$ cat src/rtl/frac_clk_gen.sv
// Fractional clock-enable generator.
// Each channel runs a modulo-D phase accumulator stepped by M and emits one-cycle
// ce pulses at an average rate of clk*M/D, plus a square wave toggling per pulse.
// Reconfiguring a running channel is deferred to its next ce pulse so the output
// square wave never produces a runt half-period.
module frac_clk_gen #(
    parameter int CHANNELS    = 2,
    parameter int ACC_WIDTH   = 16,
    parameter int LOCK_PULSES = 4,
    localparam int CH_W       = (CHANNELS > 1) ? $clog2(CHANNELS) : 1
) (
    input  logic                 clk,
    input  logic                 reset,
    input  logic                 cfg_valid,
    output logic                 cfg_ready,
    input  logic [CH_W-1:0]      cfg_ch,
    input  logic [ACC_WIDTH-1:0] cfg_mul,
    input  logic [ACC_WIDTH-1:0] cfg_div,
    output logic                 cfg_err,
    output logic [CHANNELS-1:0]  ce,
    output logic [CHANNELS-1:0]  clk_out,
    output logic [CHANNELS-1:0]  locked
);

    localparam logic [31:0] CH_LIMIT = CHANNELS;
    localparam logic [7:0]  LOCK_CNT = 8'(LOCK_PULSES);

    logic [CHANNELS-1:0] pend_vec;
    logic                cfg_fire;
    logic                cfg_bad;
    logic                cfg_good;
    logic                cfg_err_q;
    logic                cfg_err_d;

    // A single pending slot anywhere blocks new requests.
    assign cfg_ready = ~(|pend_vec);
    assign cfg_err   = cfg_err_q;

    // Handshake and validity screening of the incoming request.
    always_comb begin
        cfg_fire  = cfg_valid && cfg_ready;
        cfg_bad   = ((cfg_mul != '0) && (cfg_div == '0))
                 || (cfg_mul > cfg_div)
                 || (32'(cfg_ch) >= CH_LIMIT);
        cfg_good  = cfg_fire && !cfg_bad;
        cfg_err_d = cfg_fire && cfg_bad;
    end

    // Error pulse register.
    always_ff @(posedge clk or negedge reset) begin
        if (!reset) begin
            cfg_err_q <= 1'b0;
        end else begin
            cfg_err_q <= cfg_err_d;
        end
    end

    genvar gi;
    generate
        for (gi = 0; gi < CHANNELS; gi++) begin : g_ch
            logic [ACC_WIDTH-1:0] mul_q, mul_d;
            logic [ACC_WIDTH-1:0] div_q, div_d;
            logic [ACC_WIDTH-1:0] acc_q, acc_d;
            logic [ACC_WIDTH-1:0] pmul_q, pmul_d;
            logic [ACC_WIDTH-1:0] pdiv_q, pdiv_d;
            logic [7:0]           cnt_q, cnt_d;
            logic                 ce_q, ce_d;
            logic                 clk_q, clk_d;
            logic                 locked_q, locked_d;
            logic                 pend_q, pend_d;
            logic [ACC_WIDTH:0]   sum;
            logic                 sel;

            assign ce[gi]       = ce_q;
            assign clk_out[gi]  = clk_q;
            assign locked[gi]   = locked_q;
            assign pend_vec[gi] = pend_q;

            // Accumulator step, pulse-boundary config switch and lock counting.
            always_comb begin
                mul_d    = mul_q;
                div_d    = div_q;
                acc_d    = acc_q;
                pmul_d   = pmul_q;
                pdiv_d   = pdiv_q;
                cnt_d    = cnt_q;
                ce_d     = 1'b0;
                clk_d    = clk_q;
                locked_d = locked_q;
                pend_d   = pend_q;
                sum      = {1'b0, acc_q} + {1'b0, mul_q};
                sel      = cfg_good && (cfg_ch == CH_W'(gi));

                if (mul_q == '0) begin
                    // Idle channel: config lands immediately, square wave holds level.
                    acc_d    = '0;
                    cnt_d    = '0;
                    locked_d = 1'b0;
                    if (sel) begin
                        mul_d = cfg_mul;
                        div_d = cfg_div;
                    end
                end else if (pend_q && ce_q) begin
                    // Switch at the pulse boundary; restart the phase from zero.
                    mul_d    = pmul_q;
                    div_d    = pdiv_q;
                    acc_d    = '0;
                    cnt_d    = '0;
                    locked_d = 1'b0;
                    pend_d   = 1'b0;
                end else begin
                    if (sum >= {1'b0, div_q}) begin
                        acc_d = ACC_WIDTH'(sum - {1'b0, div_q});
                        ce_d  = 1'b1;
                        clk_d = ~clk_q;
                        if (!locked_q) begin
                            cnt_d = cnt_q + 8'd1;
                            if (cnt_q + 8'd1 == LOCK_CNT) begin
                                locked_d = 1'b1;
                            end
                        end
                    end else begin
                        acc_d = sum[ACC_WIDTH-1:0];
                    end
                    if (sel) begin
                        pend_d = 1'b1;
                        pmul_d = cfg_mul;
                        pdiv_d = cfg_div;
                    end
                end
            end

            // Channel state registers.
            always_ff @(posedge clk or negedge reset) begin
                if (!reset) begin
                    mul_q    <= '0;
                    div_q    <= '0;
                    acc_q    <= '0;
                    pmul_q   <= '0;
                    pdiv_q   <= '0;
                    cnt_q    <= '0;
                    ce_q     <= 1'b0;
                    clk_q    <= 1'b0;
                    locked_q <= 1'b0;
                    pend_q   <= 1'b0;
                end else begin
                    mul_q    <= mul_d;
                    div_q    <= div_d;
                    acc_q    <= acc_d;
                    pmul_q   <= pmul_d;
                    pdiv_q   <= pdiv_d;
                    cnt_q    <= cnt_d;
                    ce_q     <= ce_d;
                    clk_q    <= clk_d;
                    locked_q <= locked_d;
                    pend_q   <= pend_d;
                end
            end
        end
    endgenerate

endmodule

$ cat config.mk
export PLATFORM = sky130hd
export DESIGN_NAME = frac_clk_gen
export DESIGN_NICKNAME = d
export VERILOG_FILES = /design/src/rtl/frac_clk_gen.sv
export SDC_FILE = /design/constraint.sdc
export NUM_CORES = 1
export LEC_CHECK = 0
export ABC_CLOCK_PERIOD_IN_PS = 10510
export BUFFER_PORTS_ARGS = -buffer_cell sky130_fd_sc_hd__clkbuf_2
export CAP_MARGIN = 20
export CORE_ASPECT_RATIO = 0.75
export CORE_MARGIN = 2
export CORE_UTILIZATION = 45
export CTS_CLUSTER_DIAMETER = 50
export CTS_CLUSTER_SIZE = 25
export DETAILED_ROUTE_END_ITERATION = 6
export SETUP_SLACK_MARGIN = 0.3
export SKIP_CTS_REPAIR_TIMING = 1
export SYNTH_ARGS = -nofsm -noshare
export SYNTH_HDL_FRONTEND = slang
export SYNTH_SLANG_ARGS = --single-unit
export TNS_END_PERCENT = 100
$ cat constraint.sdc
create_clock -name clk -period 10.51 [get_ports clk]
set_input_delay 3.153 -clock clk [delete_from_list [all_inputs] [get_ports clk]]
set_output_delay 3.153 -clock clk [all_outputs]
set_load 0.02 [all_outputs]
# --- Word level (Yosys, flattened, before mapping) ---
# Index checks and enable logic that the tools add are counted.
totals:
  reg_bits: 185
  in_bits: 36
  elab_cells: 121
classes:
  addsub: 6
  n_lt_le_gt_ge: 3
  n_eq_ne: 6
  mux: 46
  bitwise: 8
  reduce_logical: 31
ops:
  columns: ["operator", "n"]
  rows:
  - ["2-to-1 mux 16 bit", 18]
  - ["2-to-1 mux 8 bit", 8]
  - ["zero test 16 bit", 3]
  - ["adder 16 x 16 -> 17 bit", 2]
  - [">= comparator 17 x 16 -> 1 bit", 2]
  - ["subtractor 16 bit", 2]
  - ["2-to-1 mux 1 bit", 20]
  - ["adder 8 x 1 -> 8 bit (second input constant)", 2]
  - ["equality test 8 x 3 -> 1 bit (second input constant)", 2]
  - ["> comparator 16 bit", 1]
  - ["nonzero test 16 bit", 1]
  - ["AND reduction 2 bit", 6]
  - ["AND reduction 3 bit", 4]
  - ["logical AND 1 bit", 8]
  - ["NOT 1 bit", 8]
  - ["nonzero test 2 bit", 4]
  - ["inequality test 3 x 1 -> 1 bit (second input constant)", 2]
  - ["nonzero test 3 bit", 2]
  - ["inequality test 2 bit (second input constant)", 2]
  - ["OR reduction 2 bit", 1]
  - ["zero test 1 bit", 1]
  - ["logical OR 1 bit", 1]

# --- Logic depth before layout (Yosys ltp) ---
depth:
  word_depth: 8
  mapped_depth: 21
  mapped_depth_nobuf: 19

# --- Least setup slack after synthesis ---
# No wires, ideal clock.
synth_path:
  path_kind: "in2reg"
  startpoint: "input cfg_div[5]"
  endpoint: "register g_ch[0].pdiv_q[10]"
  setup_ns: 0.125
  arrival_time_ns: 4.992
  required_time_ns: 10.385
  slack_ns: 5.393
  stages: 11
  path_buffers: 1
  cell_sequence: "inv_1 -> ha_1 -> a21o_1 -> a21o_1 -> a21oi_1 -> o21a_1 -> o211ai_1 -> a21oi_1 -> nand2_1 -> buf_2 -> mux2_2"
synth_between:
  elab_chain_len: 7
synth_rtl:
  columns: ["element", "line_no", "source"]
  rows:
  - ["start, declared", "18", "input logic [ACC_WIDTH-1:0] cfg_div,"]
  - ["branches (longest 2 deep; another with > comparator 16 bit)", null, null]
  - ["logical OR 1 bit *", "43", "|| (cfg_mul > cfg_div)"]
  - ["zero test 1 bit *", "45", "cfg_good = cfg_fire && !cfg_bad;"]
  - ["logical AND 1 bit *", "45", null]
  - ["logical AND 1 bit *", "92", "sel = cfg_good && (cfg_ch == CH_W'(gi));"]
  - ["AND reduction 3 bit (no line) *", null, null]
  - ["end signal, assigned", "151", "pdiv_q <= pdiv_d;"]
  - ["end, declared", "65", "logic [ACC_WIDTH-1:0] pdiv_q, pdiv_d;"]
# Every way passes the cells marked *.
# A chain may end at the register's enable or synchronous reset.

# --- Worst setup path after layout ---
layout_path:
  startpoint: "input cfg_div[1]"
  endpoint: "register g_ch[1].div_q[0]"
layout_between:
  elab_chain_len: 8
layout_rtl:
  columns: ["element", "line_no", "source"]
  rows:
  - ["branches (longest 2 deep; another with > comparator 16 bit)", null, null]
  - ["logical OR 1 bit *", "43", null]
  - ["zero test 1 bit *", "45", null]
  - ["logical AND 1 bit *", "45", null]
  - ["logical AND 1 bit *", "92", null]
  - ["inequality test 2 bit (no line) *", null, null]
  - ["AND reduction 2 bit (no line) *", null, null]
  - ["end signal, assigned", "148", "div_q <= div_d;"]
  - ["end, declared", "62", "logic [ACC_WIDTH-1:0] div_q, div_d;"]
# Marks and branches as above.

==> flow_metrics.tcl <==
set metrics [dict create \
    status "finished, final reports clean" \
    path_class "in -> reg" \
    wl_per_cell_microns 20.2 \
    syn_inst 1103 \
    vias 8623 \
    tritoncts "yes" \
    crit_arrival_ns 5.92 \
    cp_max_fo 32 \
    antenna_cells 0 \
    core_sq_um 24800 \
    max-slew-margin-rel 0.316 \
    fill_cells 2320 \
    maxSlewViolCount 0 \
    synth_fp_nets 1225 \
    drt-initial-drc-count 656 \
    netSwitchingPower_mw 0.335 \
    synthFlopType "dfrtp_1" \
    synth_seq_cells 185 \
    syn_area_per_cell_sq_um 10.3 \
    hold_viol 0 \
    fin_util 0.502 \
    synth-async-reset-ratio 1.00 \
    synth_edf_count 0 \
    synth_compound_area_frac 0.184 \
    synthDistinctLibCells 64 \
    syn_area_sq_um 11300 \
    gr-usage-all-layers 0.233 \
    dieHeight_microns 141 \
    clkSinkCount 185 \
    grt_pass1_vias 8204 \
    final_common_cell "dfrtp_1" \
    pre_cts_ws_ns 4.61 \
    vdd_drop_max_mv 0.116 \
    dp_cells 1442 \
    pwr-share-seq 0.493 \
    synth.area.mux_share 0.0779 \
    final_cell_area_sq_um 12500 \
    ys_warn_count 0 \
    yosysSeqAreaShare 0.409 \
    start_util 0.456 \
    placed_cell_area_sq_um 11800 \
    areaGrowthSynthToFinish_pct 10.1 \
    start_kind "input port" \
    r2r_setup_slack_ns 5.14 \
    row_count 50 \
    die_area_sq_um 26500 \
    synthXorXnorAreaFrac 0.0426 \
    clk_pin_slew_ns 0.07 \
    endpoint_kind "flip-flop" \
    grt_setup_unrepaired "no" \
    place_congestion 0.825 \
    grt_pass1_wl_mm 47.9 \
    port_buffers 43 \
    drive_gt1_frac 0.208 \
    die_w_microns 187 \
    clock_path_buffers 2 \
    fmax_ghz 0.181 \
    finClkSkew_ns 0.00817 \
    critPathRequiredTime_ns 10.89 \
    overflow 0 \
    timing.final.crit_share 0.527 \
    hold_path_class "reg -> reg" \
    cts_max_level 4 \
    setup_violations 0 \
    worst_slack_ns 4.97 \
    clockRootBuffer "clkbuf_16" \
    numCtsBuffers 17 \
    drt_first_pass_iters 5 \
    swShare 0.232 \
    route.detailed.drc 0 \
    vias_per_cell 5.85 \
    cap_violations 0 \
    final_net_count 1246 \
    dp_hpwl_mm 21.4 \
    yosys.area_share.simple 0.141 \
    p_int_mw 1.11 \
    holdWs_ns 0.469 \
    combinationalPowerShare 0.037 \
    layout_common_cells "185 x dfrtp_1, 82 x ha_1, 78 x inv_1, 71 x nor2_1, 69 x or3_1" \
    antenna_found_initial 0 \
    synth_top_family_by_area "compound AO/OA/AOI/OAI gates" \
    grt_max_degree 121 \
    layoutNonFillerInstCount 1475 \
    tightestPinTransition_ns 1.03 \
    leakagePower_nw 5.85 \
    p_clk_frac 0.470 \
    wirelength_mm 29.8 \
    io_pins 44 \
    tns_ns 0 \
    postRouteAntennaNets 0 \
    synthAdderAreaFrac 0.0977 \
    total_power_mw 1.44 \
    clkLatencyLatePin_ns 0.44 \
    fin_crit_ns 5.54 \
    power.density_nw_per_um2 116 \
]
[final timing paths]
kind	endpoint	cells past startpoint	startpoint
max in group asynchronous	g_ch[1].cnt_q[4]	2	reset
worst min register to register	g_ch[1].clk_q	1	g_ch[1].clk_q
worst max-delay path	g_ch[1].div_q[0]	11	cfg_div[1]
worst min-delay path	g_ch[1].clk_q	1	g_ch[1].clk_q
worst max register to register	g_ch[1].acc_q[6]	16	g_ch[1].mul_q[4]
min in group asynchronous	g_ch[0].ce_q	1	reset
[critical path, cell delays in order]
cell and delay [ns]:
clkbuf_2 0.18, inv_1 0.07, ha_1 0.28, nor2b_1 0.14
o21a_1 0.17, o21a_1 0.18, o21ai_0 0.19, o211ai_1 0.20
a21o_1 0.24, a21oi_4 0.78, o221a_2 0.32
[cells in the mapped netlist (4+ instances only)]
cell         n  share of area
ha_1        82          0.091
o21ai_0     24          0.011
nor2_1      72          0.024
dfrtp_1    185           0.41
fa_1         4         0.0071
o21bai_1     5         0.0033
nand2b_1    11         0.0061
mux2i_1     15          0.013
a31o_2       4         0.0031
and3_1       7         0.0039
a31oi_1      7         0.0039
nor3_1      13         0.0057
o221a_2     64          0.064
or3_1       69          0.038
inv_1       78          0.026
and4_1       4         0.0031
a21oi_1     62          0.027
o21ai_2      4         0.0031
buf_4        7         0.0046
nand4_1     13         0.0072
nand3_1     13         0.0057
xnor2_1     34          0.026
nand2_1     53          0.018
o211ai_1     6         0.0040
o2111ai_1    4         0.0031
a211oi_1    10         0.0066
nor4b_1      4         0.0031
clkbuf_1    27         0.0090
nor4_1      21          0.012
o31a_1       4         0.0031
a21o_1      25          0.017
mux2_2      65          0.065
buf_2       16         0.0071
o21a_1      11         0.0073
nor2b_1     13         0.0072
xor2_1      21          0.016
[per-layer routing]
| layer | vias up | part of all wire | global-route usage | wire (microns) |
|---|---|---|---|---|
| li1 | 4114 | - | - | - |
| met1 | 4277 | 0.55 | 0.385 | 16500 |
| met2 | 213 | 0.39 | 0.311 | 11700 |
| met3 | 19 | 0.045 | 0.0329 | 1340 |
| met4 | 0 | 0.011 | 0.0568 | 338 |
| met5 | - | 0 | 0 | 0 |
[final cells by class]
| type | instances | area [sq um] | area share |
|---|---|---|---|
| Clock buffer | 19 | 443 | 0.0355 |
| Multi-Input combinational cell | 788 | 6170 | 0.495 |
| Sequential cell | 185 | 4630 | 0.371 |
| Tap cell | 338 | 423 | 0.0339 |
| Inverter | 78 | 293 | 0.0235 |
| Timing Repair Buffer | 54 | 334 | 0.0268 |
| Clock inverter | 13 | 169 | 0.0136 |
[registers in the layout, indices dropped and copies added (netlist names)]
| signal | count |
|---|---|
| g_ch.cnt_q | 16 |
| g_ch.pmul_q | 32 |
| cfg_err | 1 |
| g_ch.pdiv_q | 32 |
| g_ch.pend_q | 2 |
| g_ch.mul_q | 32 |
| g_ch.ce_q | 2 |
| g_ch.div_q | 32 |
| g_ch.acc_q | 32 |
| g_ch.locked_q | 2 |
| g_ch.clk_q | 2 |
[power groups by stage]
stage | Sequential, mW | Combinational (mW) | Clock [mW]
5_1_grt | 0.711 | 0.0607 | 0.712
3_3_place_gp | 0.725 | 0.0538 | 0
2_1_floorplan | 0.725 | 0.0123 | 0
6_report | 0.712 | 0.0535 | 0.677
4_1_cts | 0.711 | 0.0546 | 0.688
3_5_place_dp | 0.725 | 0.0542 | 0
[cell families (layout without fill, tap and decap cells)]
logic type	count (synthesis)	count (layout)
AOI/OAI and AO/OA	262	262
xor gates and xnor gates	55	55
adders and majority gates	86	86
buffers and inverters	130	164
DFF	185	185
muxes	80	80
and+or+nand+nor	305	305
Power figures use the tool's default switching activity.
